**src/rtl/spi_ram_arbiter_if.sv**
```systemverilog
// Requester and SPI-master bus bundle for spi_ram_arbiter.
// slave = arbiter view, master = environment (requesters + SPI master) view.
interface spi_ram_arbiter_if;
  logic [1:0]  req;
  logic [1:0]  req_we;
  logic [15:0] req_addr;
  logic [15:0] req_wdata;
  logic [1:0]  ack;
  logic        err;
  logic [7:0]  rdata;
  logic        m_start;
  logic [9:0]  m_data_in;
  logic [7:0]  m_data_out;
  logic        m_busy;
  logic        m_done;

  modport slave (
    input  req, req_we, req_addr, req_wdata, m_data_out, m_busy, m_done,
    output ack, err, rdata, m_start, m_data_in
  );

  modport master (
    output req, req_we, req_addr, req_wdata, m_data_out, m_busy, m_done,
    input  ack, err, rdata, m_start, m_data_in
  );
endinterface

```
**src/rtl/spi_ram_arbiter.sv**
```systemverilog
// Round-robin arbiter turning 2 RAM requests into two-frame SPI transactions (addr, data).
// Ack follows the last m_done by one cycle; m_busy stalls frame issue, per-frame timeout.
module spi_ram_arbiter #(
  parameter int TIMEOUT = 1000,
  parameter int TO_W    = 10
) (
  input logic              clk,
  input logic              rst_n,
  spi_ram_arbiter_if.slave bus
);

  typedef enum logic [2:0] {IDLE, ISSUE_A, WAIT_A, ISSUE_B, WAIT_B, RESP} state_t;

  localparam logic [TO_W-1:0] TO_MAX = TO_W'(TIMEOUT);

  state_t          state_q, state_d;
  logic [TO_W-1:0] cnt_q, cnt_d;
  logic            grant_q, grant_d;
  logic            we_q, we_d;
  logic [7:0]      wdata_q, wdata_d;
  logic [9:0]      frame_q, frame_d;
  logic            err_q, err_d;
  logic [7:0]      rdata_q, rdata_d;
  logic            pick;

  // grant_q doubles as last_grant; resetting it to 1 lets requester 0 win the first tie
  always_ff @(posedge clk or negedge rst_n) begin
    if (!rst_n) begin
      state_q <= IDLE;
      cnt_q   <= '0;
      grant_q <= 1'b1;
      we_q    <= 1'b0;
      wdata_q <= 8'h00;
      frame_q <= 10'h000;
      err_q   <= 1'b0;
      rdata_q <= 8'h00;
    end else begin
      state_q <= state_d;
      cnt_q   <= cnt_d;
      grant_q <= grant_d;
      we_q    <= we_d;
      wdata_q <= wdata_d;
      frame_q <= frame_d;
      err_q   <= err_d;
      rdata_q <= rdata_d;
    end
  end

  always_comb begin
    state_d = state_q;
    cnt_d   = cnt_q;
    grant_d = grant_q;
    we_d    = we_q;
    wdata_d = wdata_q;
    frame_d = frame_q;
    err_d   = err_q;
    rdata_d = rdata_q;
    pick    = (bus.req == 2'b11) ? ~grant_q : bus.req[1];

    case (state_q)
      IDLE: begin
        if (|bus.req) begin
          grant_d = pick;
          we_d    = bus.req_we[pick];
          wdata_d = pick ? bus.req_wdata[15:8] : bus.req_wdata[7:0];
          frame_d = {~bus.req_we[pick], 1'b0, (pick ? bus.req_addr[15:8] : bus.req_addr[7:0])};
          state_d = ISSUE_A;
        end
      end
      ISSUE_A: begin
        if (!bus.m_busy) begin
          cnt_d   = '0;
          state_d = WAIT_A;
        end
      end
      WAIT_A: begin
        // m_done wins over a simultaneous timeout
        if (bus.m_done) begin
          frame_d = {~we_q, 1'b1, (we_q ? wdata_q : 8'h00)};
          state_d = ISSUE_B;
        end else if (cnt_q == TO_MAX) begin
          err_d   = 1'b1;
          state_d = RESP;
        end else begin
          cnt_d = cnt_q + TO_W'(1);
        end
      end
      ISSUE_B: begin
        if (!bus.m_busy) begin
          cnt_d   = '0;
          state_d = WAIT_B;
        end
      end
      WAIT_B: begin
        if (bus.m_done) begin
          if (!we_q) rdata_d = bus.m_data_out;
          state_d = RESP;
        end else if (cnt_q == TO_MAX) begin
          err_d   = 1'b1;
          state_d = RESP;
        end else begin
          cnt_d = cnt_q + TO_W'(1);
        end
      end
      RESP: begin
        err_d   = 1'b0;
        state_d = IDLE;
      end
      default: state_d = IDLE;
    endcase
  end

  assign bus.m_start   = ((state_q == ISSUE_A) || (state_q == ISSUE_B)) && !bus.m_busy;
  assign bus.m_data_in = frame_q;
  assign bus.ack       = (state_q == RESP) ? (grant_q ? 2'b10 : 2'b01) : 2'b00;
  assign bus.err       = err_q;
  assign bus.rdata     = rdata_q;

endmodule

```
**src/flat_wrapper.sv**
```systemverilog
// flat-port wrapper written by rule: the top's interface ports become plain ports
module spi_ram_arbiter_flat 
#(
  parameter int TIMEOUT = 1000,
  parameter int TO_W    = 10
)
  (clk, rst_n, bus_req, bus_req_we, bus_req_addr, bus_req_wdata, bus_m_data_out, bus_m_busy, bus_m_done, bus_ack, bus_err, bus_rdata, bus_m_start, bus_m_data_in);
  spi_ram_arbiter_if bus_i ();
  input logic clk;
  input logic rst_n;
  input wire logic [$bits(bus_i.req)-1:0] bus_req;
  input wire logic [$bits(bus_i.req_we)-1:0] bus_req_we;
  input wire logic [$bits(bus_i.req_addr)-1:0] bus_req_addr;
  input wire logic [$bits(bus_i.req_wdata)-1:0] bus_req_wdata;
  input wire logic [$bits(bus_i.m_data_out)-1:0] bus_m_data_out;
  input wire logic [$bits(bus_i.m_busy)-1:0] bus_m_busy;
  input wire logic [$bits(bus_i.m_done)-1:0] bus_m_done;
  output wire logic [$bits(bus_i.ack)-1:0] bus_ack;
  output wire logic [$bits(bus_i.err)-1:0] bus_err;
  output wire logic [$bits(bus_i.rdata)-1:0] bus_rdata;
  output wire logic [$bits(bus_i.m_start)-1:0] bus_m_start;
  output wire logic [$bits(bus_i.m_data_in)-1:0] bus_m_data_in;
  assign bus_i.req = bus_req;
  assign bus_i.req_we = bus_req_we;
  assign bus_i.req_addr = bus_req_addr;
  assign bus_i.req_wdata = bus_req_wdata;
  assign bus_i.m_data_out = bus_m_data_out;
  assign bus_i.m_busy = bus_m_busy;
  assign bus_i.m_done = bus_m_done;
  assign bus_ack = bus_i.ack;
  assign bus_err = bus_i.err;
  assign bus_rdata = bus_i.rdata;
  assign bus_m_start = bus_i.m_start;
  assign bus_m_data_in = bus_i.m_data_in;
  spi_ram_arbiter #(.TIMEOUT(TIMEOUT), .TO_W(TO_W)) u_core (.clk(clk), .rst_n(rst_n), .bus(bus_i));
endmodule
```
**config.mk**
```make
export PLATFORM = sky130hd
export DESIGN_NAME = spi_ram_arbiter_flat
export DESIGN_NICKNAME = d
export VERILOG_FILES = /design/src/rtl/spi_ram_arbiter_if.sv /design/src/rtl/spi_ram_arbiter.sv /design/src/flat_wrapper.sv
export SDC_FILE = /design/constraint.sdc
export NUM_CORES = 1
export LEC_CHECK = 0
export CAP_MARGIN = 20
export CORE_UTILIZATION = 45
export CTS_CLUSTER_DIAMETER = 120
export DETAILED_ROUTE_END_ITERATION = 6
export PLACE_DENSITY_LB_ADDON = 0.2
export SLEW_MARGIN = 5
export SYNTH_ARGS = -nofsm -noshare
export SYNTH_HDL_FRONTEND = slang
export SYNTH_SLANG_ARGS = --single-unit
```
**constraint.sdc**
```tcl
create_clock -name clk -period 4.55 [get_ports clk]
set_input_delay 0.455 -clock clk [delete_from_list [all_inputs] [get_ports clk]]
set_output_delay 0.455 -clock clk [all_outputs]
set_load 0.005 [all_outputs]
```
==> flow_summary.toml <==
[synth]
synth-async-reset-ratio = 1.00
ys_warn_count = 0
synth_top_cell_by_area = "dfrtp_1"
synth_edf_count = 0
synth-seq-cells = 42
synth_common_cells = "41 x dfrtp_1, 20 x o21ai_0, 19 x mux2i_1"
synth_top_area_frac = 0.463
synth_ff_type = "dfrtp_1"
synth-seq-area-share = 0.475
synth_area_leaders = "dfrtp_1 46%, mux2_2 8.6%, mux2i_1 8.6%, o21ai_0 4.5%, nand3_1 2.7%"
syn_nets = 262
synthDistinctLibCells = 44
netlist_area_mm2 = 0.00221
yosysMostFrequentCell = "dfrtp_1"
syn_inst = 212
syn_avg_cell_area_um2 = 10.4

[routing]
wl_met3_um = 217
vias = 1748
antenna_left = 0
drtIter0Drc = 80
vias_per_cell = 5.08
wl_per_cell_um = 12.9
drcViolationCount = 0
maxUsedRoutingLayer = "met4"
wl_met2_um = 2100
firstDrtPassIters = 4
wl_met1_um = 2070
wl_um = 4440

[timing]
slew_headroom = 0.404
setup_viol = 0
worst_slew_pin_slew_ns = 0.894
hold_violations = 0
fin_worst_skew_ns = 0.00472
slew_viol_final = 0
rsz0062_at_grt = "no"
tns_ns = 0
timing.final.crit_share = 0.577
period_minus_slack_ns = 2.63
max_freq_mhz = 381

[floorplan]
dieArea_mm2 = 0.00521
chipHeight_um = 72.2
start_util = 0.469
design.core.area_mm2 = 0.00472
ios = 70
rows = 25
die_width_um = 72.2

[pwr]
internal_power_mw = 1.09
ir_drop_v = 0.000300
p_comb_frac = 0.410
seqPwrFrac = 0.414
swShare = 0.335
power.share.clock = 0.176
power.density_mw_per_mm2 = 538
p_switching_mw = 0.551
total_power_mw = 1.64
leakagePower_nw = 1.28

[finish]
num_antenna_cells = 0
fillCellCount = 410
multi_input_area_mm2 = 0.00109
drive_above_1_share = 0.123
seq_area_mm2 = 0.00105
area_growth_pct = 37.7
final_net_count = 326
final_area_mm2 = 0.00305

[clocking]
cts.clk_slew.worst_paths_ns = 0.08
holdBufCountCts = 0
cts_setup_buffers = 0
cts.sinks = 42
ctsResizeCount = 0
clockBufferDepth = 2
clk-insertion-delay-late_ns = 0.29
root_buffer = "clkbuf_8"
htree_levels = 2
cts_buffers = 5
tritoncts = "built"

[min_path]
hp-class = "in -> async"

[grt]
grt_antenna_before_repair = 0
overflow = 0
grt_pass1_vias = 1706
grt_pass1_wl_um = 7630
grt_usage = 0.189
grt_max_degree = 43

[placed_design]
gp_congestion = 0.807
hpwl_um = 3290
portBuffers = 69
placed_area_mm2 = 0.00294

[run]
maxCapViolations = 0

[critical_path]
worst_setup_path_end_kind = "output pin"
worstPathRequired_ns = 4.09
worstPathArrival_ns = 2.17
critical_path.max_fanout = 20
reg2regPathDepth = 3
worstSetupPathType = "reg -> out"
cp-start-kind = "register"

[status]
outcome = "completed"
power by group through the flow:
stage                     Sequential [mW]  Clock (mW)  Combinational [mW]
after floorplan                     0.617           0               0.452
after global placement              0.683           0               0.673
after detailed placement            0.685           0               0.682
after CTS                           0.681       0.299               0.685
after global routing                0.705       0.312               0.755
final                               0.679       0.289               0.673
placed cells by master, fill, tap and decap left out, types with 2 or more instances in the layout:
cell	instances
clkinvlp_4	2
o21ai_0	20
clkbuf_8	5
nand2b_1	3
mux2_2	17
nor2b_1	2
or4_1	2
clkdlybuf4s50_1	68
a21oi_1	10
inv_1	5
or3_1	4
nand4_1	4
xor2_1	2
xnor2_1	3
and3_1	2
nor2_1	11
mux2i_1	19
nor4_1	2
dfrtp_1	41
ha_1	2
nand2_1	15
nand3_1	12
sequential cells by signal (all words and copies together), names as in the netlist:
name,count
u_core.bus.err,1
u_core.bus.m_data_in,10
u_core.bus.rdata,8
u_core.cnt_q,10
u_core.grant_q,1
u_core.state_q,3
u_core.wdata_q,8
u_core.we_q,1
per-stage QoR:
stage / hold WS, ns / utilization / setup slack [ns] / cells
floorplan: 0.159 / - / 2.81 / 212
global placement: 0.467 / 0.622 / 2.01 / 336
detailed placement: 0.471 / 0.622 / 1.97 / 336
CTS: 0.327 / 0.646 / 1.89 / 344
global route: 0.361 / 0.646 / 1.75 / 344
finish: 0.287 / 0.646 / 1.92 / 344
worst max-delay path, stage by stage, from the launching register on:
cell and delay, ns:
dfrtp_1 0.77, nor3b_2 0.52, clkdlybuf4s50_1 0.59
final timing paths:
check / end / startpoint / slack (ns)
setup / recovery: bus_m_start / u_core.state_q[0] / 1.92
hold / removal: u_core.bus.m_data_in[8] / rst_n / 0.29
setup reg to reg: u_core.bus.m_data_in[3] / u_core.state_q[0] / 2.20
hold reg to reg: u_core.wdata_q[6] / u_core.wdata_q[6] / 0.48
max in group asynchronous: u_core.wdata_q[0] / rst_n / 3.70
min in group clk: u_core.wdata_q[6] / u_core.wdata_q[6] / 0.48
final cells by class:
class | count | area share
well taps | 67 | 0.0275
inverters | 5 | 0.00615
clock buffers | 5 | 0.0226
clock inverters | 3 | 0.0148
repair buffers | 70 | 0.227
multi-input cells | 152 | 0.357
flip-flops and latches | 42 | 0.345
cell families after synthesis:
family,share of synthesized area
AOI/OAI and AO/OA,0.0994
xor gates and xnor gates,0.0198
adders and majority gates,0.0113
buffers and inverters,0.0350
DFF,0.475
muxes,0.172
and+or+nand+nor,0.187
layer usage:
metal	GRT usage	vias to the layer above
met4	0.0610	0
met3	0.0444	4
met1	0.249	814
met5	0	-
li1	-	887
met2	0.309	43
(Power assumes the default switching activity.)
